### src/rtl/demux16_1to4_buf_pkg.sv
`default_nettype none
// +--------------------------------------------------------------------+
// | demux16_1to4_buf_pkg : shared constants and channel state encoding |
// | Rev 1.0                                                            |
// +--------------------------------------------------------------------+
package demux16_1to4_buf_pkg;

  localparam int NUM_CH = 4;
  localparam int SEL_W  = 2;

  typedef enum logic [0:0] {
    CH_EMPTY = 1'b0,
    CH_FULL  = 1'b1
  } ch_state_t;

endpackage : demux16_1to4_buf_pkg
`default_nettype wire

### src/rtl/demux16_1to4_buf_slot.sv
`default_nettype none
// +--------------------------------------------------------------------+
// | demux_slot : one-entry holding register with load/drain handshake  |
// | Rev 1.0                                                            |
// +--------------------------------------------------------------------+
module demux_slot
  import demux16_1to4_buf_pkg::*;
#(
  parameter int DATA_SIZE = 16
) (
  input  logic                 CLK,
  input  logic                 RST,
  input  logic                 LOAD,
  input  logic [DATA_SIZE-1:0] D_IN,
  input  logic                 DRAIN,
  output logic [DATA_SIZE-1:0] D_OUT,
  output logic                 VALID
);

  ch_state_t              r_state;
  ch_state_t              w_state_nxt;
  logic [DATA_SIZE-1:0]   r_data;

  always_ff @(posedge CLK) begin
    if (RST) begin
      r_state <= CH_EMPTY;
      r_data  <= '0;
    end else begin
      r_state <= w_state_nxt;
      if (LOAD) begin
        r_data <= D_IN;
      end
    end
  end

  // A load while draining keeps the slot full: the new word replaces the old.
  always_comb begin
    w_state_nxt = r_state;
    case (r_state)
      CH_EMPTY: if (LOAD)           w_state_nxt = CH_FULL;
      CH_FULL:  if (DRAIN && !LOAD) w_state_nxt = CH_EMPTY;
      default:                      w_state_nxt = CH_EMPTY;
    endcase
  end

  assign D_OUT = r_data;
  assign VALID = (r_state == CH_FULL);

endmodule : demux_slot
`default_nettype wire

### src/rtl/demux16_1to4_buf.sv
`default_nettype none
// +--------------------------------------------------------------------+
// | demux16_1to4_buf : registered 1-to-4 distributor, valid/ready      |
// | Rev 1.0                                                            |
// +--------------------------------------------------------------------+
module demux16_1to4_buf
  import demux16_1to4_buf_pkg::*;
#(
  parameter int DATA_SIZE = 16
) (
  input  logic                 CLK,
  input  logic                 RST,
  input  logic [SEL_W-1:0]     SEL,
  input  logic [DATA_SIZE-1:0] D_IN,
  input  logic                 IN_VALID,
  output logic                 IN_READY,
  output logic [DATA_SIZE-1:0] D_OUT0,
  output logic [DATA_SIZE-1:0] D_OUT1,
  output logic [DATA_SIZE-1:0] D_OUT2,
  output logic [DATA_SIZE-1:0] D_OUT3,
  output logic [NUM_CH-1:0]    OUT_VALID,
  input  logic [NUM_CH-1:0]    OUT_READY
);

  logic                 w_accept;
  logic [NUM_CH-1:0]    w_load;
  logic [DATA_SIZE-1:0] w_data [NUM_CH];

  // Ready only looks at the selected channel; it never depends on IN_VALID.
  assign IN_READY = ~OUT_VALID[SEL] | OUT_READY[SEL];
  assign w_accept = IN_VALID & IN_READY;

  generate
    for (genvar i = 0; i < NUM_CH; i++) begin : g_slot
      assign w_load[i] = w_accept && (SEL == SEL_W'(i));

      demux_slot #(
        .DATA_SIZE (DATA_SIZE)
      ) u_slot (
        .CLK   (CLK),
        .RST   (RST),
        .LOAD  (w_load[i]),
        .D_IN  (D_IN),
        .DRAIN (OUT_READY[i]),
        .D_OUT (w_data[i]),
        .VALID (OUT_VALID[i])
      );
    end
  endgenerate

  assign D_OUT0 = w_data[0];
  assign D_OUT1 = w_data[1];
  assign D_OUT2 = w_data[2];
  assign D_OUT3 = w_data[3];

endmodule : demux16_1to4_buf
`default_nettype wire

### config.mk
export PLATFORM = sky130hd
export DESIGN_NAME = demux16_1to4_buf
export DESIGN_NICKNAME = d
export VERILOG_FILES = /design/src/rtl/demux16_1to4_buf_pkg.sv /design/src/rtl/demux16_1to4_buf_slot.sv /design/src/rtl/demux16_1to4_buf.sv
export SDC_FILE = /design/constraint.sdc
export NUM_CORES = 1
export LEC_CHECK = 0
export CAP_MARGIN = 20
export CORE_MARGIN = 2
export CORE_UTILIZATION = 50
export DETAILED_ROUTE_END_ITERATION = 6
export DONT_BUFFER_PORTS = 1
export PLACE_DENSITY = 0.72
export SLEW_MARGIN = 20
export SYNTH_ARGS = -nofsm -noshare
export SYNTH_HDL_FRONTEND = slang
export SYNTH_SLANG_ARGS = --single-unit
export TNS_END_PERCENT = 100
### constraint.sdc
create_clock -name CLK -period 1.85 [get_ports CLK]
set_clock_uncertainty 0.05 [all_clocks]
set_input_delay 0.37 -clock CLK [delete_from_list [all_inputs] [get_ports CLK]]
set_output_delay 0.37 -clock CLK [all_outputs]
set_load 0.02 [all_outputs]
==> implementation parameters <==
Parameter                              Value

Final layout
  Fraction of layout instances using a drive strength above 1    11.60%
  Count of nets after finishing    270
  Final core utilization    54.75%
  Final antenna diode count    0
  Final instance area    0.002978 mm2
  Number of fill cells    477
  Flip-flop and latch area    0.001368 mm2
  Synthesis-to-layout area growth    6.535%
  Multi-input logic area    ~0.0013 mm2

Route
  Via count    between 1.5k and 2k
  Wire per inst    16.78 um
  Total Wirelength    about 5400 um
  Residual DRC count    0
  Antenna violation net count after detailed routing    0
  First-iteration detailed-routing DRC count    65
  Post-DR vias/cell    about 5.1
  Detailed Routing Iterations Pass 1    4

Critical path
  Required time worst endpoint    1430 ps
  Type of the setup path with the least slack    flop to output pin
  CP Max Fanout    3
  Arrival time worst endpoint    1370 ps
  Startpoint Class    flop
  CP Capture Type    output pin

Synth
  Synth Cell Area    0.002795 mm2
  Synthesized area per cell    11.27 um2
  Total of flip-flops plus latches after synthesis    68
  Syn Inst Count    248
  Sequential-to-total area share from yosys stat    48.70%
  Netlist cell types    18
  Yosys Warn Count    0
  Post-Synthesis Net Count    273

Clock network
  CTS tree    yes
  Register clock-pin slew on the reported worst setup and hold paths    70 ps
  Count of instances resized after the clock tree is built    3
  Total number of H-tree levels    3
  Quantity of hold-fixing buffers added after cts    0
  Num CTS Buffers    9
  Bufs on Longest Clock Path    2
  Clock root buffer    sky130_fd_sc_hd__clkbuf_8
  TritonCTS Sinks    68
  Insertion delay of the later-clocked pin in the worst-skew pair    320 ps
  Buffers inserted during post-CTS setup optimization    0

Global routing
  Via count of the first global-routing pass    about 1.7k
  Antenna violations before repair    0
  Pin count of the biggest net entering global routing    85
  Overall Global Routing Usage    between 15 and 20%
  Remaining Overflow, GRT    0
  Global-route wire length before repair    ~8700 um

Die
  Die boundary height    ~80 um
  Chip Width    about 79 um
  Die area    just over 0.006 mm2
  FP Rows    27
  Std-Cell Core Area    0.005439 mm2
  IO Pins    94
  Starting density of the core    51.39%

Run
  Number of maximum-capacitance constraint violations    0

Placed design
  Count of input and output buffers    0
  Placed Area    around 0.0028 mm2
  HPWL after detailed placement    3464 um
  Final estimated routing congestion in global placement    0.7048

Pwr
  Sequential power share    between 50% and 60%
  Logic pwr share    between 5 and 6%
  Pwr/cell area    1005 mW/mm2
  Clock network fraction of design power    roughly two fifths
  Switching power total    731.5 uW
  Design Power    2992 uW
  Total leakage power    0.001336 uW
  Share of total power consumed by net switching    24.45%
  Cell-internal power    2261 uW
  Maximum vdd ir drop    0.5905 mV

STA
  Count of endpoints failing setup in the final report    0
  Transition time at the pin with the least slew margin    327.7 ps
  Max transition margin    ~80%
  Unrepaired setup endpoints after global routing    no
  Post-layout min period    around 1800 ps
  Final Hold Fails    0
  Slew Viols, Final    0
  Final hold slack    75.86 ps
  Max frequency    0.5595 GHz
  Part of the cycle the worst path needs    96.61%
  Setup TNS    0 ps

Outcome
  Result of the run    finished clean

Min path
  Path type of the worst min-delay path    input port to flop
[logic make-up after synthesis]
kind of cell	synth area share (%)
and+or+nand+nor	20.86
muxes	23.72
DFF	48.70
buffers and inverters	5.998
AOI/OAI and AO/OA	0.7162
[worst max-delay path, cell delays in order (launching register included)]
cell	delay, ps
sky130_fd_sc_hd__dfxtp_2	390
sky130_fd_sc_hd__nand2b_1	110
sky130_fd_sc_hd__mux4_2	540
[path summary, 6_finish.rpt]
path / from / to / slack [ps] / cells past startpoint
min reg2reg: g_slot[3].u_slot.VALID$_SDFF_PP0_ / g_slot[3].u_slot.VALID$_SDFF_PP0_ / 490 / 2
max: g_slot[1].u_slot.VALID$_SDFF_PP0_ / IN_READY / 60 / 2
min: RST / g_slot[3].u_slot.VALID$_SDFF_PP0_ / 80 / 1
max reg2reg: g_slot[3].u_slot.VALID$_SDFF_PP0_ / g_slot[3].u_slot.D_OUT[13]$_SDFFE_PP0P_ / 550 / 4
[sequential cells by signal, indices dropped and copies added, names as in the netlist]
name and cells:
g_slot.u_slot.D_OUT 64, g_slot.u_slot.VALID 4
[cells in the final DEF, fill, tap and decap left out, types with 2 or more instances in the layout]
cell                         Yosys  final
sky130_fd_sc_hd__dfxtp_2         0      2
sky130_fd_sc_hd__nand2b_1       83     83
sky130_fd_sc_hd__clkbuf_8        0     10
sky130_fd_sc_hd__a21oi_1         4      4
sky130_fd_sc_hd__clkinvlp_4      0      2
sky130_fd_sc_hd__dfxtp_1        68     65
sky130_fd_sc_hd__buf_4           4      7
sky130_fd_sc_hd__mux2i_1        64     64
sky130_fd_sc_hd__clkinv_2        0      2
[synth_stat cells]
cell | number | area [um2]
sky130_fd_sc_hd__buf_12 | 1 | 20.02
sky130_fd_sc_hd__mux4_2 | 1 | 22.52
sky130_fd_sc_hd__buf_4 | 4 | 30.03
sky130_fd_sc_hd__nand4_1 | 1 | 6.260
sky130_fd_sc_hd__nand3_1 | 1 | 5.000
sky130_fd_sc_hd__nand2b_1 | 83 | 519.3
sky130_fd_sc_hd__buf_6 | 6 | 67.56
sky130_fd_sc_hd__nand4b_1 | 1 | 8.760
sky130_fd_sc_hd__and4_1 | 1 | 8.760
sky130_fd_sc_hd__buf_8 | 1 | 15.01
sky130_fd_sc_hd__nand2b_4 | 1 | 13.76
sky130_fd_sc_hd__a21oi_1 | 4 | 20.02
sky130_fd_sc_hd__dfxtp_1 | 68 | 1361
sky130_fd_sc_hd__mux2i_1 | 64 | 640.6
sky130_fd_sc_hd__nor2b_4 | 1 | 13.76
sky130_fd_sc_hd__nand3b_1 | 1 | 7.510
sky130_fd_sc_hd__clkbuf_1 | 8 | 30.03
sky130_fd_sc_hd__buf_2 | 1 | 5.000
[stage by stage]
| stage | setup slack [ps] | std cells |
|---|---|---|
| 2_1_floorplan | 382.3 | 248 |
| 3_3_place_gp | 332.9 | 306 |
| 3_5_place_dp | 312.4 | 306 |
| 4_1_cts | 27.59 | 322 |
| 5_1_grt | 5.609 | 322 |
| 6_report | 62.71 | 322 |
[final cells by class]
cell class / count / share of cell area (%)
Tap cell: 72 / 3.025
Multi-Input combinational cell: 159 / 42.52
Clock buffer: 10 / 4.622
Sequential cell: 68 / 45.92
Clock inverter: 6 / 2.143
Timing Repair Buffer: 7 / 1.765
[routing by layer]
layer	track usage [%]	up-vias	part of all wire, %
met5	0	-	0
met4	9.474	0	1.5
met3	7.386	8	8.6
met2	27.35	61	44
met1	22.95	770	46
li1	-	808	-
[power groups by stage]
stage | Sequential (uW) | Clock, uW | Combinational (uW)
floorplan | 1630 | 0 | 173
global placement | 1650 | 0 | 161
detailed placement | 1650 | 0 | 166
CTS | 1620 | 1250 | 166
global route | 1620 | 1320 | 180
finish | 1610 | 1210 | 164
Note: power is estimated with default switching activity, not from simulation.
